==> config.mk <==
export PLATFORM = sky130hd
export DESIGN_NAME = ristretto_core_local_interruptor
export DESIGN_NICKNAME = d
export VERILOG_FILES = /design/src/rtl/ristretto_clint_pkg.sv /design/src/rtl/ristretto_clint_prescaler.sv /design/src/rtl/ristretto_core_local_interruptor.sv
export SDC_FILE = /design/constraint.sdc
export NUM_CORES = 1
export LEC_CHECK = 0
export CAP_MARGIN = 20
export CORE_UTILIZATION = 50
export CTS_BUF_LIST = sky130_fd_sc_hd__clkbuf_16
export CTS_CLUSTER_SIZE = 14
export DETAILED_ROUTE_END_ITERATION = 7
export GPL_TIMING_DRIVEN = 0
export MAX_ROUTING_LAYER = met4
export PLACE_DENSITY_LB_ADDON = 0.15
export SYNTH_ARGS = -nofsm -noshare
export SYNTH_HDL_FRONTEND = slang
export SYNTH_HIERARCHICAL = 1
export SYNTH_SLANG_ARGS = --single-unit
==> constraint.sdc <==
create_clock -name clk_i -period 2.83 [get_ports clk_i]
set_input_delay 0.4245 -clock clk_i [delete_from_list [all_inputs] [get_ports clk_i]]
set_output_delay 0.4245 -clock clk_i [all_outputs]
set_load 0.005 [all_outputs]
==> src/rtl/ristretto_clint_pkg.sv <==
// Shared constants and helpers for the core-local interruptor (CLINT).
// Register offsets, reset values, the decoded register select and byte-merge helper.
package ristretto_clint_pkg;

  localparam logic [15:0] MSIP_OFF        = 16'h0000;
  localparam logic [15:0] MTIMECMP_LO_OFF = 16'h4000;
  localparam logic [15:0] MTIMECMP_HI_OFF = 16'h4004;
  localparam logic [15:0] MTIME_LO_OFF    = 16'hBFF8;
  localparam logic [15:0] MTIME_HI_OFF    = 16'hBFFC;

  localparam logic [63:0] MTIMECMP_RST = 64'hFFFF_FFFF_FFFF_FFFF;

  typedef enum logic [2:0] {
    RegMsip,
    RegMtimecmpLo,
    RegMtimecmpHi,
    RegMtimeLo,
    RegMtimeHi,
    RegNone
  } clint_reg_e;

  // Map a 16-bit bus offset onto a register select; anything else is unmapped.
  function automatic clint_reg_e clint_decode(input logic [15:0] off);
    clint_reg_e sel;
    case (off)
      MSIP_OFF:        sel = RegMsip;
      MTIMECMP_LO_OFF: sel = RegMtimecmpLo;
      MTIMECMP_HI_OFF: sel = RegMtimecmpHi;
      MTIME_LO_OFF:    sel = RegMtimeLo;
      MTIME_HI_OFF:    sel = RegMtimeHi;
      default:         sel = RegNone;
    endcase
    return sel;
  endfunction

  // Replace only the enabled bytes of old_val with the corresponding write-data bytes.
  function automatic logic [31:0] be_merge(input logic [31:0] old_val,
                                           input logic [31:0] wdata,
                                           input logic [3:0]  be);
    logic [31:0] res;
    res = old_val;
    for (int b = 0; b < 4; b++) begin
      if (be[b]) res[8*b +: 8] = wdata[8*b +: 8];
    end
    return res;
  endfunction

endpackage

==> src/rtl/ristretto_clint_prescaler.sv <==
// mtime tick divider: tick_o pulses once every PrescaleDiv cycles.
// clear_i restarts the phase so the first tick follows PrescaleDiv cycles later.
module ristretto_clint_prescaler #(
  parameter int unsigned PrescaleDiv = 1
) (
  input  logic clk_i,
  input  logic rstn_i,
  input  logic clear_i,
  output logic tick_o
);

  localparam int unsigned CntW = (PrescaleDiv > 1) ? $clog2(PrescaleDiv) : 1;
  localparam logic [CntW-1:0] CntMax = CntW'(PrescaleDiv - 1);

  logic [CntW-1:0] cnt_q;

  assign tick_o = (cnt_q == CntMax);

  // Free-running modulo-PrescaleDiv phase counter.
  always_ff @(posedge clk_i or negedge rstn_i) begin
    if (!rstn_i) begin
      cnt_q <= '0;
    end else if (clear_i || tick_o) begin
      cnt_q <= '0;
    end else begin
      cnt_q <= cnt_q + 1'b1;
    end
  end

endmodule

==> src/rtl/ristretto_core_local_interruptor.sv <==
// Core-local interruptor: mtime / mtimecmp / msip behind a req/gnt/rvalid slave port,
// driving level timer and software interrupts into the trap control unit.
// Optional feature macro: RISTRETTO_CLINT_PRESCALER_EN (mtime advances every PrescaleDiv cycles).
module ristretto_core_local_interruptor
  import ristretto_clint_pkg::*;
#(
  parameter int unsigned DataWidth   = 32,
  parameter int unsigned AddrWidth   = 32,
  parameter int unsigned PrescaleDiv = 1
) (
  input  logic                 clk_i,
  input  logic                 rstn_i,
  input  logic                 bus_req_i,
  input  logic                 bus_we_i,
  input  logic [AddrWidth-1:0] bus_addr_i,
  input  logic [3:0]           bus_be_i,
  input  logic [DataWidth-1:0] bus_wdata_i,
  output logic                 bus_gnt_o,
  output logic                 bus_rvalid_o,
  output logic [DataWidth-1:0] bus_rdata_o,
  output logic                 bus_err_o,
  output logic                 tim_intr_o,
  output logic                 sw_intr_o
);

  logic [63:0] mtime_q, mtime_d;
  logic [63:0] mtimecmp_q, mtimecmp_d;
  logic        msip_q, msip_d;
  logic        rvalid_q, err_q, tim_intr_q, sw_intr_q;
  logic [31:0] rdata_q;

  clint_reg_e  sel;
  logic        wr_en, rd_en, tick;
  logic [31:0] cur_val, merged;

  // Only offset bits [15:0] take part in decode.
  logic unused_addr;
  assign unused_addr = ^bus_addr_i;

  assign sel   = clint_decode(bus_addr_i[15:0]);
  assign wr_en = bus_req_i & bus_we_i;
  assign rd_en = bus_req_i & ~bus_we_i;

`ifdef RISTRETTO_CLINT_PRESCALER_EN
  logic mtime_wr;
  assign mtime_wr = wr_en & ((sel == RegMtimeLo) | (sel == RegMtimeHi));

  ristretto_clint_prescaler #(
    .PrescaleDiv(PrescaleDiv)
  ) u_prescaler (
    .clk_i  (clk_i),
    .rstn_i (rstn_i),
    .clear_i(mtime_wr),
    .tick_o (tick)
  );
`else
  localparam int unsigned unused_prescale_div = PrescaleDiv;
  assign tick = 1'b1;
`endif

  // Selected register value; feeds both the read path and the byte merge on writes.
  always_comb begin
    cur_val = '0;
    case (sel)
      RegMsip:       cur_val = {31'b0, msip_q};
      RegMtimecmpLo: cur_val = mtimecmp_q[31:0];
      RegMtimecmpHi: cur_val = mtimecmp_q[63:32];
      RegMtimeLo:    cur_val = mtime_q[31:0];
      RegMtimeHi:    cur_val = mtime_q[63:32];
      default:       cur_val = '0;
    endcase
    merged = be_merge(cur_val, bus_wdata_i[31:0], bus_be_i);
  end

  // Next-state for the architectural registers; an mtime write overrides that cycle's tick.
  always_comb begin
    mtime_d    = tick ? mtime_q + 64'd1 : mtime_q;
    mtimecmp_d = mtimecmp_q;
    msip_d     = msip_q;
    if (wr_en) begin
      case (sel)
        RegMsip:       msip_d            = merged[0];
        RegMtimecmpLo: mtimecmp_d[31:0]  = merged;
        RegMtimecmpHi: mtimecmp_d[63:32] = merged;
        RegMtimeLo:    mtime_d           = {mtime_q[63:32], merged};
        RegMtimeHi:    mtime_d           = {merged, mtime_q[31:0]};
        default:       ;
      endcase
    end
  end

  // Register state, one-cycle bus response and registered interrupt levels.
  always_ff @(posedge clk_i or negedge rstn_i) begin
    if (!rstn_i) begin
      mtime_q    <= '0;
      mtimecmp_q <= MTIMECMP_RST;
      msip_q     <= 1'b0;
      rvalid_q   <= 1'b0;
      rdata_q    <= '0;
      err_q      <= 1'b0;
      tim_intr_q <= 1'b0;
      sw_intr_q  <= 1'b0;
    end else begin
      mtime_q    <= mtime_d;
      mtimecmp_q <= mtimecmp_d;
      msip_q     <= msip_d;
      rvalid_q   <= bus_req_i;
      rdata_q    <= rd_en ? cur_val : '0;
      err_q      <= bus_req_i & (sel == RegNone);
      tim_intr_q <= (mtime_q >= mtimecmp_q);
      sw_intr_q  <= msip_q;
    end
  end

  assign bus_gnt_o    = bus_req_i;
  assign bus_rvalid_o = rvalid_q;
  assign bus_rdata_o  = DataWidth'(rdata_q);
  assign bus_err_o    = err_q;
  assign tim_intr_o   = tim_intr_q;
  assign sw_intr_o    = sw_intr_q;

endmodule

==> results of run 1 <==
-- worst max-delay path, cell delays in order --
cell and delay, ns:
clkdlybuf4s50_1 0.52, or3_4 0.45, or4_4 0.50, nor2_2 0.24, buf_6 0.25, a222oi_1 0.14
a31o_1 0.30, a32o_1 0.22, a21oi_1 0.11
-- per-layer routing --
layer  GRT usage (%)  up-vias  part of all wire, %
met5               -        -                    0
met3            8.56      116                  8.8
li1                -     4456                    -
met4            19.9        0                  5.1
met2            54.9      504                   45
met1            46.1     4699                   41
-- Yosys cell counts, types with 7 or more instances --
| cell | number | area share, % |
|---|---|---|
| nand4_1 | 28 | 1.7 |
| nor2_1 | 47 | 1.8 |
| dfstp_2 | 64 | 17 |
| clkbuf_1 | 40 | 1.5 |
| xnor2_1 | 22 | 1.9 |
| and4_1 | 8 | 0.70 |
| a21o_1 | 14 | 1.0 |
| and3_1 | 12 | 0.75 |
| ha_1 | 65 | 8.1 |
| a211oi_1 | 9 | 0.67 |
| a21oi_1 | 74 | 3.7 |
| nor4_1 | 12 | 0.75 |
| o211ai_1 | 7 | 0.52 |
| mux2i_1 | 17 | 1.7 |
| buf_2 | 11 | 0.55 |
| a222oi_1 | 32 | 3.2 |
| inv_1 | 76 | 2.8 |
| o21ai_0 | 142 | 7.1 |
| nand3_1 | 59 | 2.9 |
| nor3_1 | 27 | 1.3 |
| dfrtp_1 | 101 | 25 |
| nand2_1 | 169 | 6.3 |
| xor2_1 | 8 | 0.70 |
-- cells by family after synthesis --
group / Yosys count
AO/OA/AOI/OAI: 326
XOR/XNOR: 30
adder cells (fa/ha/maj): 65
buffers and inverters: 133
flip-flops: 165
multiplexers: 19
AND/OR/NAND/NOR: 406
-- registers in the layout (all words and copies together), names as in the netlist --
register / flops
tim_intr_o: 1
mtime_q: 64
bus_rdata_o: 32
sw_intr_o: 1
bus_rvalid_o: 1
bus_err_o: 1
msip_q: 1
mtimecmp_q: 64
-- worst max-delay path by stage --
stage / startpoint / endpoint / slack, ns / depth (start not counted)
CTS: bus_addr_i[4] / mtime_q[11]$_DFFE_PN0P_ / -0.001 / 10
finish: bus_addr_i[1] / mtime_q[56]$_DFFE_PN0P_ / 0.05 / 9
global route: mtime_q[1]$_DFFE_PN0P_ / mtime_q[60]$_DFFE_PN0P_ / -0.03 / 9
floorplan: bus_addr_i[14] / mtime_q[7]$_DFFE_PN0P_ / 0.28 / 8
global placement: rstn_i / bus_rdata_o[9]$_DFF_PN0_ / -5.58 / 1
detailed placement: bus_addr_i[4] / mtimecmp_q[31]$_DFFE_PN1P_ / -1.05 / 9
-- repair_timing --
action / in CTS / in global routing
endpoints found under the hold margin: 35 / 0
hold buffers: 1 / 0
setup buffers: 7 / 13
gates resized for setup: 48 / 74
pin swaps: 4 / 5
endpoints found under the setup margin: 148 / 125
-- power groups by stage --
stage                     combinational [W]  sequential [W]  clock (W)
after floorplan                    0.000144         0.00245          0
after global placement             0.000330         0.00246          0
after detailed placement           0.000343         0.00246          0
after CTS                          0.000350         0.00242    0.00229
after global routing               0.000418         0.00243    0.00239
final                              0.000379         0.00243    0.00228
-- cell type report --
| type | count | area, µm² | share of cell area [%] |
|---|---|---|---|
| multi-input cells | 846 | 5490 | 44.5 |
| repair buffers | 114 | 1110 | 8.97 |
| plain buffers | 55 | 340 | 2.76 |
| clock buffers | 17 | 425 | 3.45 |
| well taps | 265 | 332 | 2.69 |
| inverters | 77 | 289 | 2.34 |
| clock inverters | 15 | 139 | 1.13 |
| flip-flops and latches | 165 | 4220 | 34.2 |
-- layout by cell type, fill, tap and decap left out, types with 8 or more instances in the layout --
master and instances:
a211oi_1 8, a21o_1 14, a21oi_1 74, a222oi_1 32
and3_1 12, buf_4 24, clkbuf_1 18, clkbuf_16 17
clkbuf_2 13, clkdlybuf4s50_1 89, dfrtp_1 94, dfstp_2 64
ha_1 65, inv_1 76, mux2i_1 17, nand2_1 168
nand3_1 55, nand4_1 28, nor2_1 45, nor3_1 25
o21ai_0 120, o21ai_1 23, xnor2_1 22, xor2_1 8
-- through the flow --
step           setup TNS (ns)  std cells  hold WS, ns  area, µm²  worst slack (ns)
2_1_floorplan               0       1144        0.129      10000             0.279
3_3_place_gp          -901.25       1499        0.358      11300             -5.58
3_5_place_dp          -118.46       1502        0.364      11300             -1.05
4_1_cts              -0.00143       1542        0.387      12100          -0.00122
5_1_grt               -0.0675       1554        0.402      12300           -0.0338
6_report                    0       1554        0.394      12300            0.0517
==> impl_metrics.yaml, run 1 <==
status:
  outcome: "finished, final reports clean"
logic_synthesis:
  synth_compound_area_share_pct: 20.1
  ys_types: 70
  muxShareOfSynthArea_pct: 1.92
  synth-seq-cells: 165
  synth-edff-count: 0
  synthAdderAreaFrac_pct: 8.09
  synth_top_family_by_area: "simple AND/OR/NAND/NOR gates"
  synthSimpleGateAreaFrac_pct: 20.2
  syn_area_per_cell_um2: 8.78
  ys_seq_area_share_pct: 41.9
  async_flop_share_pct: 100
  netlist_area_um2: 10000
  synth_xor_area_share_pct: 2.61
  synth_flop_cell: "dfrtp_1"
  ys_warn_count: 6
  synth_nets: 1281
  netlist_instances: 1144
pwr:
  p_total_w: 0.00509
  p_int_w: 0.00371
  switching_share_pct: 27.1
  power_switching_w: 0.00138
  p_comb_share_pct: 7.5
  pwr-share-seq_pct: 47.7
  pwr-share-clk_pct: 44.9
  leakage_nw: 4.78
  ir_drop_v: 0.000411
  power-per-cell-area_nw_per_um2: 412
drt:
  drt_wl_total_um: 35200
  drcViolationCount: 0
  wl_per_cell_um: 22.6
  ant_nets: 0
  avgViaCountPerCell: 6.29
  route.vias.total: 9775
  drt_iter0_drc: 1166
  detail_route.first_pass.iterations: 6
place:
  place_congestion: 0.966
  port_buffers: 90
  dp_hpwl_um: 24900
critical_path:
  start_kind: "input pin"
  cp.required_ns: 3.21
  r2r-start: "mtime_q[1]$_DFFE_PN0P_"
  end_kind: "register"
  worst-path-max-fanout: 10
  r2r-end: "mtime_q[60]$_DFFE_PN0P_"
  critPathKind: "input pin to register"
  arrival_ns: 3.16
  reg2reg_depth: 9
  regToRegSetupSlack_ns: 0.06
cells_and_area:
  syn_to_final_growth_pct: 22.8
  drive_gt1_share_pct: 16.0
  fin_util_pct: 63.0
  nets: 1413
  nFillCells: 1744
  antennaDiodeCount: 0
floorplan:
  initial_utilization_pct: 51.3
  ioPinCount: 109
  die_area_um2: 20700
  core_um2: 19600
  die_w_um: 144
  dieHeight_um: 144
  placementRows: 51
clock_tree:
  cts_max_path_buffers: 2
  cts_buffers: 17
  clk_pin_slew_ns: 0.08
  cts_tree: "built"
  clk-insertion-delay-late_ns: 0.46
  cts.sinks: 165
  cts-htree-levels: 4
  cts_root_buffer: "clkbuf_16"
sta:
  period_share_pct: 98.2
  rsz0062_at_grt: "yes"
  hold_viol_final: 0
  finalSetupViolCount: 0
  max_freq_mhz: 360
  worst_pin_slew_ns: 0.850
  slew_headroom_pct: 42.8
  finalMaxSlewViolations: 0
  finClkSkew_ns: 0.0131
  period_minus_slack_ns: 2.78
global_route:
  first_global_vias: 9272
  grt_pass1_wl_um: 53600
  grt_max_degree: 105
  grt_overflow: 0
  gr-usage-all-layers_pct: 36.7
  antenna_found_initial: 0
min_path:
  whs_path_depth: 0
  hp-start: "msip_q$_DFFE_PN0P_"
  min_path_type: "register to register"
  whs_endpoint: "sw_intr_o$_DFF_PN0_"
run:
  maxCapViolations: 0
No activity file was read; power rests on OpenSTA's default activity.
==> run 2: changes to the inputs <==
Settings changed: SKIP_LAST_GASP set to 1, SLEW_MARGIN set to 25.
==> run 2 against run 1 <==
Effect of this change: the flow now finishes with violations (setup timing); die area did not move; count of clock-buffer cells in the layout unchanged; register-to-register slack got worse by 0.09 ns; clock skew rose by 0.0017 ns; non-clock buffer count down 6; hold slack about the same; critical endpoint is now tim_intr_o$_DFF_PN0_; largest power group unchanged.
==> impl_metrics.yaml, run 2 (synthesis gave the netlist of run 1 again) <==
sta:
  rsz0062_at_grt: "yes"
  period_share_pct: 101
  finClkSkew_ns: 0.0148
  period_minus_slack_ns: 2.86
  fin_ws_ns: -0.0295
  max_freq_mhz: 350
  worst_pin_slew_ns: 0.832
  slew_headroom_pct: 43.8
  finalMaxSlewViolations: 0
  hold-worst-slack_ns: 0.395
  hold_viol_final: 0
  finalSetupViolCount: 1
clock_tree:
  cts_tree: "built"
  clk-insertion-delay-late_ns: 0.45
  cts-htree-levels: 4
  clk_pin_slew_ns: 0.08
  cts.sinks: 165
  cts_root_buffer: "clkbuf_16"
  cts_max_path_buffers: 2
  cts_buffers: 17
drt:
  ant_nets: 0
  drt_iter0_drc: 1308
  wl_per_cell_um: 22.7
  detail_route.first_pass.iterations: 7
  drt_wl_total_um: 35100
  avgViaCountPerCell: 6.25
  route.vias.total: 9679
  drcViolationCount: 0
critical_path:
  r2r-start: "mtimecmp_q[35]$_DFFE_PN1P_"
  arrival_ns: 3.25
  worst-path-max-fanout: 3
  start_kind: "register"
  reg2reg_depth: 8
  crit_slowest_cell: "nor4_2"
  r2r-end: "tim_intr_o$_DFF_PN0_"
  regToRegSetupSlack_ns: -0.03
  cp.required_ns: 3.22
  worstPathCellList: "inv_1 -> ha_1 -> nand4_1 -> nor4_2 -> o311ai_0 -> nand4b_1 -> o21ai_0 -> nand2_1"
  end_kind: "register"
  critPathKind: "register to register"
  critical-path-max-stage-delay_ns: 0.74
min_path:
  whs_path_depth: 0
  hp-start: "msip_q$_DFFE_PN0P_"
  whs_endpoint: "sw_intr_o$_DFF_PN0_"
  min_path_type: "register to register"
floorplan:
  die_w_um: 144
  ioPinCount: 109
  placementRows: 51
  core_um2: 19600
  die_area_um2: 20700
  initial_utilization_pct: 51.3
  dieHeight_um: 144
pwr:
  ir_drop_v: 0.000409
  p_total_w: 0.00510
  power-per-cell-area_nw_per_um2: 415
  leakage_nw: 4.77
run:
  maxCapViolations: 0
cells_and_area:
  final_cells: 1548
  final_common_cell: "nand2_1"
  layout_common_cells: "nand2_1 (168), o21ai_0 (118), dfrtp_1 (97)"
  syn_to_final_growth_pct: 22.4
  nets: 1407
  antennaDiodeCount: 0
  drive_gt1_share_pct: 15.5
  nFillCells: 1742
global_route:
  grt_overflow: 0
  grt_max_degree: 68
  gr-usage-all-layers_pct: 36.6
  first_global_vias: 9318
  antenna_found_initial: 0
  grt_pass1_wl_um: 53800
place:
  place_congestion: 0.966
  dp.cells: 1502
  port_buffers: 90
  dp_hpwl_um: 25100
status:
  violations: "setup timing"
  outcome: "finished, violations left"
-- run 2: changes by cell type in the layout (fill, tap and decap cells not counted), moves of 2 or more --
cell     previous run  this run
buf_2               7         5
buf_4              24        19
dfrtp_1            94        97
dfrtp_2             7         4
inv_8               3         5
nand3_2             2         5
nand3_4             2         0
o21ai_0           120       118
o21ai_1            23        26
-- run 2: worst max-delay path by stage --
stage                                          start                          to  slack, ns  depth (start not counted)
after floorplan                       bus_addr_i[14]      mtime_q[7]$_DFFE_PN0P_       0.28                          8
after global placement                        rstn_i    bus_rdata_o[9]$_DFF_PN0_      -5.58                          1
after detailed placement               bus_addr_i[4]  mtimecmp_q[58]$_DFFE_PN1P_      -1.02                          8
after CTS                              bus_addr_i[1]     mtime_q[22]$_DFFE_PN0P_      -0.05                          8
after global routing          mtime_q[0]$_DFFE_PN0P_     mtime_q[60]$_DFFE_PN0P_      -0.05                          9
final                     mtimecmp_q[35]$_DFFE_PN1P_        tim_intr_o$_DFF_PN0_      -0.03                          8
-- run 2: area by class of cell --
type	count	area, µm²	area share (%)
Multi-Input combinational cell	846	5480	44.5
Sequential cell	165	4210	34.3
Timing Repair Buffer	108	1080	8.81
Clock buffer	17	425	3.46
Buffer	55	342	2.78
Tap cell	265	332	2.70
Inverter	77	289	2.35
Clock inverter	15	138	1.12
-- run 2: routing by layer --
layer  part of all wire (%)  wire [µm]  up-vias  track usage [%]
li1                       -          -     4451                -
met1                     42      14900     4644             48.8
met2                     45      15900      490             55.6
met3                    7.9       2780       94             4.90
met4                    4.3       1520        0             16.5
met5                      0          0        -                -
-- run 2: power breakdown --
group / internal (W) / switching, W
Sequential: 0.00239 / 0.0000412
Combinational: 0.000158 / 0.000213
Clock: 0.00117 / 0.00114
-- run 2: timing repair --
item                       CTS  global route
gates resized for setup     50            66
pin swaps                    3            11
setup endpoints to repair  148           127
hold endpoints to repair    25             0
setup buffers                9             5
hold buffers                 1             0
-- run 2: worst max-delay path, delay by kind of cell (launching register included) --
family | cells | cell delay, ns
and+or+nand+nor | 4 | 1.29
AOI/OAI and AO/OA | 2 | 0.58
DFF | 1 | 0.55
adders and majority gates | 1 | 0.31
buffers and inverters | 1 | 0.05
-- run 2: metrics by stage --
stage / worst slack [ns] / setup TNS (ns) / cell area [µm²] / util [%]
final: -0.0295 / -0.0295 / 12300 / 62.8
after global routing: -0.0493 / -0.422 / 12300 / 62.8
after CTS: -0.0461 / -0.152 / 12100 / 61.9
after detailed placement: -1.02 / -116.71 / 11400 / 58.1
after global placement: -5.58 / -901.25 / 11300 / 57.6
after floorplan: 0.279 / 0 / 10000 / -
==> run 3: changes to the inputs <==
Settings changed: ABC_AREA set to 1, PLACE_DENSITY_LB_ADDON 0.15 to 0.25.
==> run 3 against run 2 <==
Effect of this change: largest cell class unchanged; highest routed layer unchanged; worst setup slack improved by 0.097 ns; power rose by 5.2%; routed wire length rose by 57%; non-clock buffer count shrank 14; the run ends with hold timing left; cell count grew 54%; critical path depth grew 2; sequential share of layout area decreased by 5.8 points; register-to-register slack improved by 0.097 ns; sequential power hardly changed.
==> impl_metrics.yaml, run 3 <==
status:
  outcome: "finished, violations left"
  violations: "hold timing"
sta:
  rsz0062_at_grt: "no"
  max_freq_mhz: 362
  period_share_pct: 97.6
  finalMaxSlewViolations: 0
  period_minus_slack_ns: 2.76
  worst_pin_slew_ns: 0.956
  finClkSkew_ns: 0.0120
  hold-worst-slack_ns: -0.0233
  finalSetupViolCount: 0
  tns_ns: 0
  hold_viol_final: 22
  slew_headroom_pct: 36.3
  fin_ws_ns: 0.0676
floorplan:
  dieHeight_um: 162
  core_um2: 25200
  ioPinCount: 109
  die_w_um: 162
  initial_utilization_pct: 51.0
  die_area_um2: 26300
  placementRows: 58
clock_tree:
  cts_buffers: 17
  cts_tree: "built"
  cts_root_buffer: "clkbuf_16"
  cts_setup_buffers: 0
  cts_max_path_buffers: 2
  clk_pin_slew_ns: 0.08
  cts-htree-levels: 4
  clk-insertion-delay-late_ns: 0.45
  cts_resized: 0
  hold_buffers: 0
  cts.sinks: 165
cells_and_area:
  nets: 2179
  nFillCells: 2482
  drive_gt1_share_pct: 11.6
  layout_common_cells: "nand2_1 (615), nor2_1 (263), inv_1 (205)"
  final_common_cell: "nand2_1"
  fin_util_pct: 58.7
  final_cell_area_um2: 14800
  syn_to_final_growth_pct: 15.2
logic_synthesis:
  synth_flop_cell: "dfrtp_1"
  async_flop_share_pct: 100
  synthAdderAreaFrac_pct: 6.33
  synthTopCellsByCount: "nand2_1 (615), nor2_1 (265), inv_1 (205), nand3_1 (136), dfrtp_1 (101)"
  synth_nets: 2067
  synth_largest_area_cell: "dfrtp_1"
  ys_types: 47
  netlist_top_cells_area: "dfrtp_1 (20%), nand2_1 (18%), dfstp_2 (13%)"
  synthSimpleGateAreaFrac_pct: 39.0
  synth_top_family_by_area: "simple AND/OR/NAND/NOR gates"
  syn_area_per_cell_um2: 6.65
  muxShareOfSynthArea_pct: 0
  synth_xor_area_share_pct: 1.77
  synth_compound_area_share_pct: 11.2
  ys_warn_count: 6
  synth_top_area_share_pct: 19.7
  netlist_area_um2: 12800
  synth.most_common_cell: "nand2_1"
  synth-edff-count: 0
  ys_seq_area_share_pct: 32.8
  netlist_instances: 1930
  synth-seq-cells: 165
global_route:
  grt_max_degree: 85
  gr-usage-all-layers_pct: 44.0
  antenna_found_initial: 1
  grt_pass1_wl_um: 82200
  grt_overflow: 0
  first_global_vias: 13600
critical_path:
  r2r-start: "mtime_q[0]$_DFFE_PN0P_"
  end_kind: "register"
  cp.required_ns: 3.16
  arrival_ns: 3.09
  reg2reg_depth: 10
  worst-path-max-fanout: 5
  critPathKind: "register to register"
  start_kind: "register"
  r2r-end: "mtime_q[40]$_DFFE_PN0P_"
  regToRegSetupSlack_ns: 0.07
drt:
  drt_wl_total_um: 55000
  avgViaCountPerCell: 5.98
  drt_iter0_drc: 1874
  ant_nets: 0
  route.vias.total: 14300
  wl_per_cell_um: 23.0
  drcViolationCount: 0
  detail_route.first_pass.iterations: 8
place:
  pre_cts_ws_ns: -0.262
  dp_hpwl_um: 41900
  port_buffers: 92
  place_congestion: 1.07
  placed_cell_area_um2: 14200
pwr:
  leakage_nw: 6.63
  ir_drop_v: 0.000371
  power-per-cell-area_nw_per_um2: 363
min_path:
  min_path_type: "input pin to async pin"
run:
  maxCapViolations: 0
run 3: changes by cell type after synthesis, moves of 17 or more:
cell | before | now
nand2_1 | 169 | 615
nor2_1 | 47 | 265
inv_1 | 76 | 205
o21ai_0 | 142 | 37
nand3_1 | 59 | 136
o21ai_1 | 2 | 79
a222oi_1 | 32 | 0
or2_2 | 3 | 33
clkbuf_1 | 40 | 16
xnor2_1 | 22 | 0
nand2_2 | 0 | 18
xor2_1 | 8 | 26
mux2i_1 | 17 | 0
run 3: routing by layer:
metal | up-vias | GRT usage [%] | routed length [µm]
met1 | 6686 | 56.9 | 22300
li1 | 6444 | - | -
met5 | - | - | 0
met2 | 925 | 64.5 | 23600
met3 | 216 | 8.20 | 5690
met4 | 0 | 24.7 | 3370
run 3: worst max-delay path, cell delays in order (launching register included):
cell and delay [ns]:
dfrtp_1 0.51, ha_1 0.27, nand2_1 0.07, nor2_1 0.34, nand2_1 0.23, nor2_2 0.28, nand3_1 0.23, nor3_4 0.35
nand3_1 0.15, nand3_1 0.12, a21oi_1 0.09
run 3: power breakdown:
| part | leakage, nW | switching (W) | internal (W) |
|---|---|---|---|
| registers | 1.90 | 0.0000597 | 0.00239 |
| logic | 4.45 | 0.000323 | 0.000195 |
| clock network | 0.281 | 0.00116 | 0.00124 |
run 3: worst max path at each step:
stage                                       endpoint  slack, ns  cells past startpoint                   start
after floorplan              mtime_q[22]$_DFFE_PN0P_       1.09                     11  mtime_q[1]$_DFFE_PN0P_
after global placement      bus_rdata_o[9]$_DFF_PN0_      -5.56                      1                  rstn_i
after detailed placement  mtimecmp_q[17]$_DFFE_PN1P_      -0.26                     12          bus_addr_i[14]
after CTS                    mtime_q[40]$_DFFE_PN0P_        0.1                     10  mtime_q[0]$_DFFE_PN0P_
after global routing         mtime_q[40]$_DFFE_PN0P_       0.05                     10  mtime_q[0]$_DFFE_PN0P_
final                        mtime_q[40]$_DFFE_PN0P_       0.07                     10  mtime_q[0]$_DFFE_PN0P_
run 3: through the flow:
step / std cells / total power (W)
final: 2387 / 0.00537
after global routing: 2387 / 0.00551
after CTS: 2385 / 0.00535
after detailed placement: 2353 / 0.00300
after global placement: 2352 / 0.00298
after floorplan: 1930 / 0.00275
run 3: layout make-up:
cell class                 count  area (µm²)  share of cell area, %
tap                          330         413                   2.79
multi-input combinational   1488        7500                   50.7
buffer                        56         303                   2.05
antenna                        2        5.00                 0.0338
clock inverter                15         145                  0.981
clock buffer                  17         425                   2.88
inverter                     221         837                   5.66
timing repair buffer          93         953                   6.44
sequential                   165        4210                   28.5
run 3: cell families (layout without fill, tap and decap cells):
| family | count (synthesis) | in the layout |
|---|---|---|
| other | 0 | 2 |
| AO/OA/AOI/OAI | 243 | 243 |
| adder cells (fa/ha/maj) | 65 | 65 |
| AND/OR/NAND/NOR | 1154 | 1154 |
| buffers and inverters | 277 | 402 |
| flip-flops | 165 | 165 |
| XOR/XNOR | 26 | 26 |
